## config.mk

```make
export PLATFORM = sky130hd
export DESIGN_NAME = mc_datapath_gen_flat
export DESIGN_NICKNAME = d
export VERILOG_FILES = /design/src/rtl/mc_datapath_gen_if.sv /design/src/rtl/mc_datapath_gen.sv /design/src/flat_wrapper.sv
export SDC_FILE = /design/constraint.sdc
export NUM_CORES = 2
export LEC_CHECK = 0
export BUFFER_PORTS_ARGS = -buffer_cell sky130_fd_sc_hd__buf_4
export CAP_MARGIN = 5
export CORE_UTILIZATION = 35
export CTS_CLUSTER_DIAMETER = 200
export DETAILED_ROUTE_END_ITERATION = 7
export MAX_ROUTING_LAYER = met4
export PLACE_DENSITY = 0.48
export RECOVER_POWER = 50
export SLEW_MARGIN = 25
export SYNTH_ARGS = -nofsm -noshare
export SYNTH_HDL_FRONTEND = slang
export SYNTH_SLANG_ARGS = --single-unit
```

## constraint.sdc

```tcl
create_clock -name clk -period 49.9 [get_ports clk]
set_input_delay 9.98 -clock clk [delete_from_list [all_inputs] [get_ports clk]]
set_output_delay 9.98 -clock clk [all_outputs]
set_load 0.005 [all_outputs]
```

## src/rtl/mc_datapath_gen_if.sv

```systemverilog
// Controller/MIO-facing bundle of the multi-cycle datapath: control strobes
// and memory data in, architectural state and ALU flags out.
interface mc_datapath_gen_if #(
  parameter int WIDTH = 32
);
  logic [1:0]       pc_source;
  logic             iord;
  logic [2:0]       alu_ctrl;
  logic             alusrc_a;
  logic             shamt_sel;
  logic [1:0]       alusrc_b;
  logic             reg_write;
  logic [1:0]       reg_dst;
  logic [1:0]       mem_to_reg;
  logic             ir_write;
  logic             pc_write;
  logic             pc_write_cond;
  logic             branch_ne;
  logic             trap_en;
  logic [WIDTH-1:0] data_in;
  logic             mio_ready;

  logic [WIDTH-1:0] pc_current;
  logic [WIDTH-1:0] m_addr;
  logic [WIDTH-1:0] data_out;
  logic [31:0]      inst;
  logic             zero;
  logic             overflow;
  logic [WIDTH-1:0] epc;
  logic             trap_taken;

  modport master (
    output pc_source, iord, alu_ctrl, alusrc_a, shamt_sel, alusrc_b, reg_write,
           reg_dst, mem_to_reg, ir_write, pc_write, pc_write_cond, branch_ne,
           trap_en, data_in, mio_ready,
    input  pc_current, m_addr, data_out, inst, zero, overflow, epc, trap_taken
  );

  modport slave (
    input  pc_source, iord, alu_ctrl, alusrc_a, shamt_sel, alusrc_b, reg_write,
           reg_dst, mem_to_reg, ir_write, pc_write, pc_write_cond, branch_ne,
           trap_en, data_in, mio_ready,
    output pc_current, m_addr, data_out, inst, zero, overflow, epc, trap_taken
  );
endinterface

```

## src/rtl/mc_datapath_gen.sv

```systemverilog
// Parametrised multi-cycle MIPS-subset datapath with operand latches,
// memory-ready stall gating and overflow trap capture into EPC.
module mc_datapath_gen #(
  parameter int               WIDTH    = 32,
  parameter int               NREGS    = 32,
  parameter logic [WIDTH-1:0] RESET_PC = '0,
  parameter logic [WIDTH-1:0] TRAP_VEC = WIDTH'('h180)
) (
  input logic              clk,
  input logic              rst,
  mc_datapath_gen_if.slave bus
);
  localparam int AW = (NREGS > 1) ? $clog2(NREGS) : 1;

  typedef logic [WIDTH-1:0] word_t;
  typedef enum logic [2:0] {
    ALU_AND = 3'b000, ALU_OR, ALU_ADD, ALU_XOR, ALU_NOR, ALU_SRL, ALU_SUB, ALU_SLT
  } alu_op_e;

  word_t       pc_q, pc_d, mdr_q, mdr_d, a_q, a_d, b_q, b_d;
  word_t       alu_out_q, alu_out_d, epc_q, epc_d;
  logic [31:0] ir_q, ir_d;
  logic        trap_taken_q, trap_taken_d;
  word_t       regs_q [NREGS];
  word_t       regs_d [NREGS];

  logic [AW-1:0] rs_idx, rt_idx, wr_idx;
  word_t         rs_val, rt_val, op_a, op_b, imm_sext, alu_res, wr_data, jump_addr;
  logic          ovf, zero, trap, pc_we, rf_we;

  // Upper address bits are ignored when the file has fewer than 32 entries.
  assign rs_idx    = ir_q[21 +: AW];
  assign rt_idx    = ir_q[16 +: AW];
  assign rs_val    = (rs_idx == '0) ? '0 : regs_q[rs_idx];
  assign rt_val    = (rt_idx == '0) ? '0 : regs_q[rt_idx];
  assign imm_sext  = {{(WIDTH-16){ir_q[15]}}, ir_q[15:0]};
  assign jump_addr = {pc_q[WIDTH-1:28], ir_q[25:0], 2'b00};

  always_comb begin
    // NOTE: combinational blocks use blocking '=' and assign every output
    // first, so no path leaves a value held and no latch is inferred.
    op_a = a_q;
    if (bus.alusrc_a) op_a = bus.shamt_sel ? word_t'(ir_q[10:6]) : pc_q;
    unique case (bus.alusrc_b)
      2'd0:    op_b = b_q;
      2'd1:    op_b = word_t'(4);
      2'd2:    op_b = imm_sext;
      default: op_b = imm_sext << 2;
    endcase

    alu_res = '0;
    ovf     = 1'b0;
    case (alu_op_e'(bus.alu_ctrl))
      ALU_AND: alu_res = op_a & op_b;
      ALU_OR:  alu_res = op_a | op_b;
      ALU_ADD: begin
        alu_res = op_a + op_b;
        ovf     = (op_a[WIDTH-1] == op_b[WIDTH-1]) && (alu_res[WIDTH-1] != op_a[WIDTH-1]);
      end
      ALU_XOR: alu_res = op_a ^ op_b;
      ALU_NOR: alu_res = ~(op_a | op_b);
      ALU_SRL: alu_res = op_b >> op_a[4:0];
      ALU_SUB: begin
        alu_res = op_a - op_b;
        ovf     = (op_a[WIDTH-1] != op_b[WIDTH-1]) && (alu_res[WIDTH-1] != op_a[WIDTH-1]);
      end
      ALU_SLT: alu_res = word_t'($signed(op_a) < $signed(op_b));
    endcase
    zero = (alu_res == '0);
  end

  always_comb begin
    unique case (bus.reg_dst)
      2'd0:    wr_idx = ir_q[16 +: AW];
      2'd1:    wr_idx = ir_q[11 +: AW];
      2'd2:    wr_idx = AW'(31);
      default: wr_idx = '0;
    endcase
    unique case (bus.mem_to_reg)
      2'd0:    wr_data = alu_out_q;
      2'd1:    wr_data = mdr_q;
      2'd2:    wr_data = word_t'({ir_q[15:0], 16'h0000});
      default: wr_data = pc_q;
    endcase
    trap  = bus.mio_ready & bus.trap_en & ovf;
    pc_we = bus.mio_ready & (bus.pc_write | (bus.pc_write_cond & (bus.branch_ne ^ zero)));
    rf_we = bus.mio_ready & bus.reg_write & ~trap & (wr_idx != '0);
  end

  always_comb begin
    pc_d         = pc_q;
    ir_d         = ir_q;
    mdr_d        = mdr_q;
    a_d          = a_q;
    b_d          = b_q;
    alu_out_d    = alu_out_q;
    epc_d        = epc_q;
    regs_d       = regs_q;
    trap_taken_d = trap;

    if (bus.mio_ready) begin
      mdr_d     = bus.data_in;
      a_d       = rs_val;
      b_d       = rt_val;
      alu_out_d = alu_res;
      if (bus.ir_write) ir_d = bus.data_in[31:0];
    end

    // A trap outranks every other PC source in the same cycle.
    if (trap) begin
      pc_d  = TRAP_VEC;
      epc_d = pc_q - WIDTH'(4);
    end else if (pc_we) begin
      unique case (bus.pc_source)
        2'd0:    pc_d = alu_res;
        2'd1:    pc_d = alu_out_q;
        2'd2:    pc_d = jump_addr;
        default: pc_d = a_q;
      endcase
    end

    if (rf_we) regs_d[wr_idx] = wr_data;
  end

  always_ff @(posedge clk or posedge rst) begin
    if (rst) begin
      pc_q         <= RESET_PC;
      ir_q         <= '0;
      mdr_q        <= '0;
      a_q          <= '0;
      b_q          <= '0;
      alu_out_q    <= '0;
      epc_q        <= '0;
      trap_taken_q <= 1'b0;
      // NOTE: the register file must read zero after reset, so it is built
      // from resettable flops rather than an uninitialised memory array.
      for (int i = 0; i < NREGS; i++) regs_q[i] <= '0;
    end else begin
      pc_q         <= pc_d;
      ir_q         <= ir_d;
      mdr_q        <= mdr_d;
      a_q          <= a_d;
      b_q          <= b_d;
      alu_out_q    <= alu_out_d;
      epc_q        <= epc_d;
      trap_taken_q <= trap_taken_d;
      for (int i = 0; i < NREGS; i++) regs_q[i] <= regs_d[i];
    end
  end

  assign bus.pc_current = pc_q;
  assign bus.m_addr     = bus.iord ? pc_q : alu_out_q;
  assign bus.data_out   = b_q;
  assign bus.inst       = ir_q;
  assign bus.zero       = zero;
  assign bus.overflow   = ovf;
  assign bus.epc        = epc_q;
  assign bus.trap_taken = trap_taken_q;
endmodule
```

## src/flat_wrapper.sv

```systemverilog
// flat-port wrapper written by rule: the top's interface ports become plain ports
module mc_datapath_gen_flat 
#(
  parameter int               WIDTH    = 32,
  parameter int               NREGS    = 32,
  parameter logic [WIDTH-1:0] RESET_PC = '0,
  parameter logic [WIDTH-1:0] TRAP_VEC = WIDTH'('h180)
)
  (clk, rst, bus_pc_source, bus_iord, bus_alu_ctrl, bus_alusrc_a, bus_shamt_sel, bus_alusrc_b, bus_reg_write, bus_reg_dst, bus_mem_to_reg, bus_ir_write, bus_pc_write, bus_pc_write_cond, bus_branch_ne, bus_trap_en, bus_data_in, bus_mio_ready, bus_pc_current, bus_m_addr, bus_data_out, bus_inst, bus_zero, bus_overflow, bus_epc, bus_trap_taken);
  mc_datapath_gen_if #(.WIDTH(WIDTH)) bus_i ();
  input logic clk;
  input logic rst;
  input wire logic [$bits(bus_i.pc_source)-1:0] bus_pc_source;
  input wire logic [$bits(bus_i.iord)-1:0] bus_iord;
  input wire logic [$bits(bus_i.alu_ctrl)-1:0] bus_alu_ctrl;
  input wire logic [$bits(bus_i.alusrc_a)-1:0] bus_alusrc_a;
  input wire logic [$bits(bus_i.shamt_sel)-1:0] bus_shamt_sel;
  input wire logic [$bits(bus_i.alusrc_b)-1:0] bus_alusrc_b;
  input wire logic [$bits(bus_i.reg_write)-1:0] bus_reg_write;
  input wire logic [$bits(bus_i.reg_dst)-1:0] bus_reg_dst;
  input wire logic [$bits(bus_i.mem_to_reg)-1:0] bus_mem_to_reg;
  input wire logic [$bits(bus_i.ir_write)-1:0] bus_ir_write;
  input wire logic [$bits(bus_i.pc_write)-1:0] bus_pc_write;
  input wire logic [$bits(bus_i.pc_write_cond)-1:0] bus_pc_write_cond;
  input wire logic [$bits(bus_i.branch_ne)-1:0] bus_branch_ne;
  input wire logic [$bits(bus_i.trap_en)-1:0] bus_trap_en;
  input wire logic [$bits(bus_i.data_in)-1:0] bus_data_in;
  input wire logic [$bits(bus_i.mio_ready)-1:0] bus_mio_ready;
  output wire logic [$bits(bus_i.pc_current)-1:0] bus_pc_current;
  output wire logic [$bits(bus_i.m_addr)-1:0] bus_m_addr;
  output wire logic [$bits(bus_i.data_out)-1:0] bus_data_out;
  output wire logic [$bits(bus_i.inst)-1:0] bus_inst;
  output wire logic [$bits(bus_i.zero)-1:0] bus_zero;
  output wire logic [$bits(bus_i.overflow)-1:0] bus_overflow;
  output wire logic [$bits(bus_i.epc)-1:0] bus_epc;
  output wire logic [$bits(bus_i.trap_taken)-1:0] bus_trap_taken;
  assign bus_i.pc_source = bus_pc_source;
  assign bus_i.iord = bus_iord;
  assign bus_i.alu_ctrl = bus_alu_ctrl;
  assign bus_i.alusrc_a = bus_alusrc_a;
  assign bus_i.shamt_sel = bus_shamt_sel;
  assign bus_i.alusrc_b = bus_alusrc_b;
  assign bus_i.reg_write = bus_reg_write;
  assign bus_i.reg_dst = bus_reg_dst;
  assign bus_i.mem_to_reg = bus_mem_to_reg;
  assign bus_i.ir_write = bus_ir_write;
  assign bus_i.pc_write = bus_pc_write;
  assign bus_i.pc_write_cond = bus_pc_write_cond;
  assign bus_i.branch_ne = bus_branch_ne;
  assign bus_i.trap_en = bus_trap_en;
  assign bus_i.data_in = bus_data_in;
  assign bus_i.mio_ready = bus_mio_ready;
  assign bus_pc_current = bus_i.pc_current;
  assign bus_m_addr = bus_i.m_addr;
  assign bus_data_out = bus_i.data_out;
  assign bus_inst = bus_i.inst;
  assign bus_zero = bus_i.zero;
  assign bus_overflow = bus_i.overflow;
  assign bus_epc = bus_i.epc;
  assign bus_trap_taken = bus_i.trap_taken;
  mc_datapath_gen #(.WIDTH(WIDTH), .NREGS(NREGS), .RESET_PC(RESET_PC), .TRAP_VEC(TRAP_VEC)) u_core (.clk(clk), .rst(rst), .bus(bus_i));
endmodule
```

Word-level counts from Yosys, hierarchy flattened

Index checks and enable logic that the tools add are counted.
W data, S select, Z words.

Memories: 0
Bits in latches: 0
Bits in writable memories: 0
Bits in registers: 1249
Bits in read-only memories: 0

Reductions and logical operators: 15
$mul: 0
Add/sub/neg operators: 3
Divide/modulo/power cells: 0
Multiplexer cells: 22
Eq/ne operators: 20
Bitwise operators: 17
Shifts and indexed selects: 1
Order comparisons: 5

Operators with widths:

| operator                | number |
|---|---|
| $bwmux W1024            | 1 |
| $mux W32                | 12 |
| $bmux W32 S5            | 2 |
| $pmux W32 S3            | 3 |
| $pmux W32 S8            | 1 |
| $demux W32 S5           | 1 |
| $add A32 B32 Y32        | 1 |
| $and A32 B32 Y32        | 1 |
| $logic_not A32 Y1       | 1 |
| $lt A32 B32 Y1          | 1 |
| $not A32 Y32            | 1 |
| $or A32 B32 Y32         | 1 |
| $shr A32 B5 Y32         | 1 |
| $sub A32 B3 Y32 const B | 1 |
| $sub A32 B32 Y32        | 1 |
| $xor A32 B32 Y32        | 1 |
| $ge A6 B6 Y1 const B    | 3 |
| $not A5 Y6              | 3 |
| $pmux W5 S3             | 1 |
| $eq A3 B3 Y1 const B    | 4 |
| $logic_not A5 Y1        | 2 |
| $eq A2 B1 Y1 const B    | 4 |
| $eq A2 B2 Y1 const B    | 4 |
| $logic_not A2 Y1        | 4 |
| other kinds (16)        | 28 |

Longest topological paths before layout

Depth after elaboration: 12
Gate-level depth with buffers: 28
Depth with buffers taken out: 19

Least setup slack after synthesis

OpenSTA, ideal clock, no wires.

Path kind: input to output
Start: in bus_alusrc_a
End: out bus_zero
Required time: 39.920 ns
Slack: 25.199 ns
Stages: 22
Data arrival time: 14.721 ns
Path buffers: 7
Cell sequence: buf_2 -> buf_6 -> buf_4 -> nor2_1 -> a21o_1 -> inv_1 -> buf_2 -> clkbuf_1 -> buf_1 -> ha_1 -> buf_2 -> a211oi_1 -> o21ai_1 -> nand3_1 -> a211o_1 -> a21oi_1 -> or4_4 -> or4_1 -> a22oi_1 -> nand4_1 -> or4_1 -> nor2_1

Cells in the longest elaborated chain, start to end: 5
Elaborated cells between the ends (all ways): 11
Those cells by class: add/sub (2); order compare (1); shift (1); mux (2); bitwise (4); reduce/logical (1)

Ends and longest elaborated chain:

| item                                                     | RTL line              | source |
|---|---|---|
| start: declaration                                       | flat_wrapper.sv:16    | `input wire logic [$bits(bus_i.alusrc_a)-1:0] bus_alusrc_a;` |
| $mux W32 (*)                                             | mc_datapath_gen.sv:43 | `if (bus.alusrc_a) op_a = bus.shamt_sel ? word_t'(ir_q[10:6]) : pc_q;` |
| branches (longest 2 deep; another with $sub A32 B32 Y32) | -                     |  |
| $pmux W32 S8 (*)                                         | mc_datapath_gen.sv:53 | `case (alu_op_e'(bus.alu_ctrl))` |
| $logic_not A32 Y1 (*)                                    | mc_datapath_gen.sv:69 | `zero = (alu_res == '0);` |
| end: declaration                                         | flat_wrapper.sv:33    | `output wire logic [$bits(bus_i.zero)-1:0] bus_zero;` |

Every way passes the cells marked *.

==> run summary <==
Outcome: complete, but fails checks
Failing checks: max-capacitance violations, max-slew violations
Post-synth net total: 6464
Final hold violations: 0
Vias per std cell: 6.167
Setup TNS: 0 ps
Seq cells post-synth: 1249
CP Capture Type: async pin
Setup ws final: 16120 ps
Unrepaired setup endpoints after global routing: false
CTS tree: yes
Startpoint types: input pin
WP data arrival: 32810 ps
Max H-tree Level: 4
FFs w/ async S/R, synth: 100.0%
Clk Tree Root Cell: clkbuf_16
Worst-path fanout max: 157
DP Area: 0.07792 mm^2
Total chip power: 3.765 mW
Clk_lat worst skew: 820 ps
Worst R2R Path Depth: 21
Crit path kind: input pin to async pin
Hold Crit Start: u_core.regs_q[1013]
Synth Instances: 6305
WHS Endpoint: u_core.regs_q[1013]
DRC viols: 0
Antenna violations before repair: 32
Num rows: 167
Die area: 0.2116 mm^2
Core Area: 0.2077 mm^2
Max Slew Vio Count: 1467
Fin crit period: 33780 ps
WL/cell: 35.67 um
Leak: 35.23 nW
Tcrit/Tclk final: 67.70%
Post-detail-place hpwl: 217300 um
Post-synth EDFFs: 0
Clock sinks: 1249
Max_cap viols: 24
Drt pass-1 iters: 6
Total gr overflow: 0
Drt initial violations: 6127
Cts repair resizes: 0
Final setup violation count: 0
Largest net degree at the start of global routing: 160
Mapped cell area: 0.07343 mm^2
Hold Crit Depth: 0
Worst-margin pin slew: 8692 ps
Post-synth top flop: dfrtp_1
Detail Route Antenna Nets: 0
Final Routed Wirelength: 325200 um
Clk slew on worst S/H paths: 50 ps
Post-route design area: 0.08250 mm^2
Synth top area cells: dfrtp_1, mux4_2, mux2_2, o21ai_0, nand2_1
Clock Skews: 47.27 ps
Final nets: 6355
Num CTS Buffers: 146
Die Height: 460.0 um
Power per cell area: 45.63 mW/mm^2
Max Root-Sink Buffers: 3
Yosys warnings: 0
Vias in the first global route: 55040
Setup Buffers After CTS: 0
Share of the synthesized area in the top cell type: 42.56%
Global Route Usage Sum: 31.49%
First-pass GRT wire length: 453100 um
Sequential share of the synthesized area: 42.56%
IO buf count: 217
HP Class: register to register
Normalized max-slew margin: -479.5%
R2R Setup Slk: 39110 ps
Count of hold-fix buffers inserted at cts: 0
Origin of the critical flop-to-flop path: u_core.bus.inst[6]
Placer Congestion: 1.059
Dpl cells: 8836
I/O Pins: 218
FMAX: 29.60 MHz
Synth-to-layout area growth: 12.36%
Req. time, crit path: 48930 ps
DP Worst Slack: 23040 ps
Synth Area per Inst: 11.65 um^2
Non-filler instance count after layout: 9117
Yosys cell types: 90
Die X: 460.0 um
Starting density of the core: 35.35%
Reg2reg end: u_core.regs_q[376]
Vias post-DR: 56220
Share of layout cells above drive strength 1: 30.18%
Leading area contributor after synthesis: dfrtp_1
Maximum VDD drop: 0.03057 mV
## layout by cell type, fill, tap and decap left out, types with 16 or more instances in the layout
master | netlist | layout
a211oi_1 | 30 | 29
a21o_1 | 22 | 22
a21oi_1 | 144 | 139
a221oi_1 | 18 | 18
a22oi_1 | 74 | 74
a31oi_1 | 24 | 23
a32o_1 | 23 | 23
buf_4 | 2 | 231
clkbuf_1 | 498 | 114
clkbuf_16 | 0 | 152
clkbuf_4 | 0 | 68
clkbuf_8 | 0 | 34
dfrtp_1 | 1249 | 1247
diode_2 | 0 | 20
ha_1 | 102 | 102
inv_1 | 178 | 178
mux2_2 | 669 | 669
mux2i_1 | 213 | 212
mux4_2 | 619 | 619
nand2_1 | 675 | 673
nand2b_1 | 66 | 66
nand3_1 | 106 | 79
nand3_4 | 0 | 27
nand4_1 | 16 | 16
nor2_1 | 187 | 184
nor2b_1 | 22 | 20
nor3_1 | 64 | 64
nor4_1 | 31 | 31
o211ai_1 | 22 | 22
o21a_1 | 33 | 30
o21ai_0 | 691 | 690
o22ai_1 | 69 | 68
o31ai_1 | 18 | 18
xnor2_1 | 40 | 40
## Yosys cell counts (all sizes together) (22+ instances only)
library cell and number:
a211oi 32, a21o 22, a21oi 145, a22oi 74
a31oi 24, a32o 23, buf 139, clkbuf 498
dfrtp 1249, ha 102, inv 181, mux2 671
mux2i 214, mux4 619, nand2 675, nand2b 66
nand3 106, nor2 188, nor2b 22, nor3 64
nor4 33, o211ai 22, o21a 33, o21ai 693
o22ai 69, xnor2 40
## registers in the layout, indices dropped and copies added, names as in the netlist
| name | flops |
|---|---|
| u_core.mdr_q | 32 |
| u_core.regs_q | 1024 |
| u_core.a_q | 32 |
| u_core.bus.inst | 32 |
| u_core.alu_out_q | 32 |
| u_core.bus.pc_current | 32 |
| u_core.bus.epc | 32 |
| u_core.bus.data_out | 32 |
| u_core.bus.trap_taken | 1 |
## logic make-up after synthesis
logic type | Yosys count | share of synthesized area (%)
AO/OA/AOI/OAI | 1300 | 10.68
XOR/XNOR | 51 | 0.6083
adder cells (fa/ha/maj) | 104 | 1.793
buffers and inverters | 821 | 4.313
flip-flops | 1249 | 42.56
multiplexers | 1504 | 32.21
AND/OR/NAND/NOR | 1276 | 7.835
## layout make-up
class,instances,area (um^2)
antenna,20,50.05
clock buffer,227,4425
clock inverter,34,475.5
fill,20060,125200
inverter,184,691.9
multi-input combinational,4235,39460
sequential,1249,31260
tap,2788,3488
timing repair buffer,380,2654
## metrics by stage
step | utilization, % | hold WS [ps]
2_1_floorplan | - | 441.3
3_3_place_gp | 37.50 | 376.3
3_5_place_dp | 37.51 | 383.3
4_1_cts | 39.87 | 395.4
5_1_grt | 39.71 | 406.6
6_report | 39.72 | 389.4
## power breakdown
part	switching, mW	internal, mW
registers	0.226	1.20
clock network	0.456	0.652
logic	0.712	0.514
total	1.39	2.37
## critical path, stage by stage
cell        delay [ps]
clkbuf_4           110
clkinvlp_2        2750
clkbuf_1          3050
clkbuf_1          2390
clkbuf_1          2160
clkbuf_1          6190
clkbuf_1          5690
## metal layers
| metal | GRT usage, % | share of wire [%] |
|---|---|---|
| met2 | 47.53 | 46 |
| met3 | 6.034 | 7.7 |
| met5 | - | 0 |
| met4 | 13.15 | 4.7 |
| met1 | 41.43 | 42 |
## worst max-delay path by stage
| stage | startpoint | end | slack, ps | depth (start not counted) |
|---|---|---|---|---|
| 6_report | rst | u_core.regs_q[495] | 16120 | 7 |
| 5_1_grt | rst | u_core.regs_q[503] | 11580 | 7 |
| 4_1_cts | bus_alusrc_a | bus_zero | 23050 | 19 |
| 3_5_place_dp | bus_alusrc_a | bus_zero | 23040 | 19 |
| 3_3_place_gp | bus_alusrc_a | bus_zero | 23100 | 19 |
| 2_1_floorplan | rst | u_core.a_q[0] | 4720 | 1 |
No activity file was read; power rests on OpenSTA's default activity.
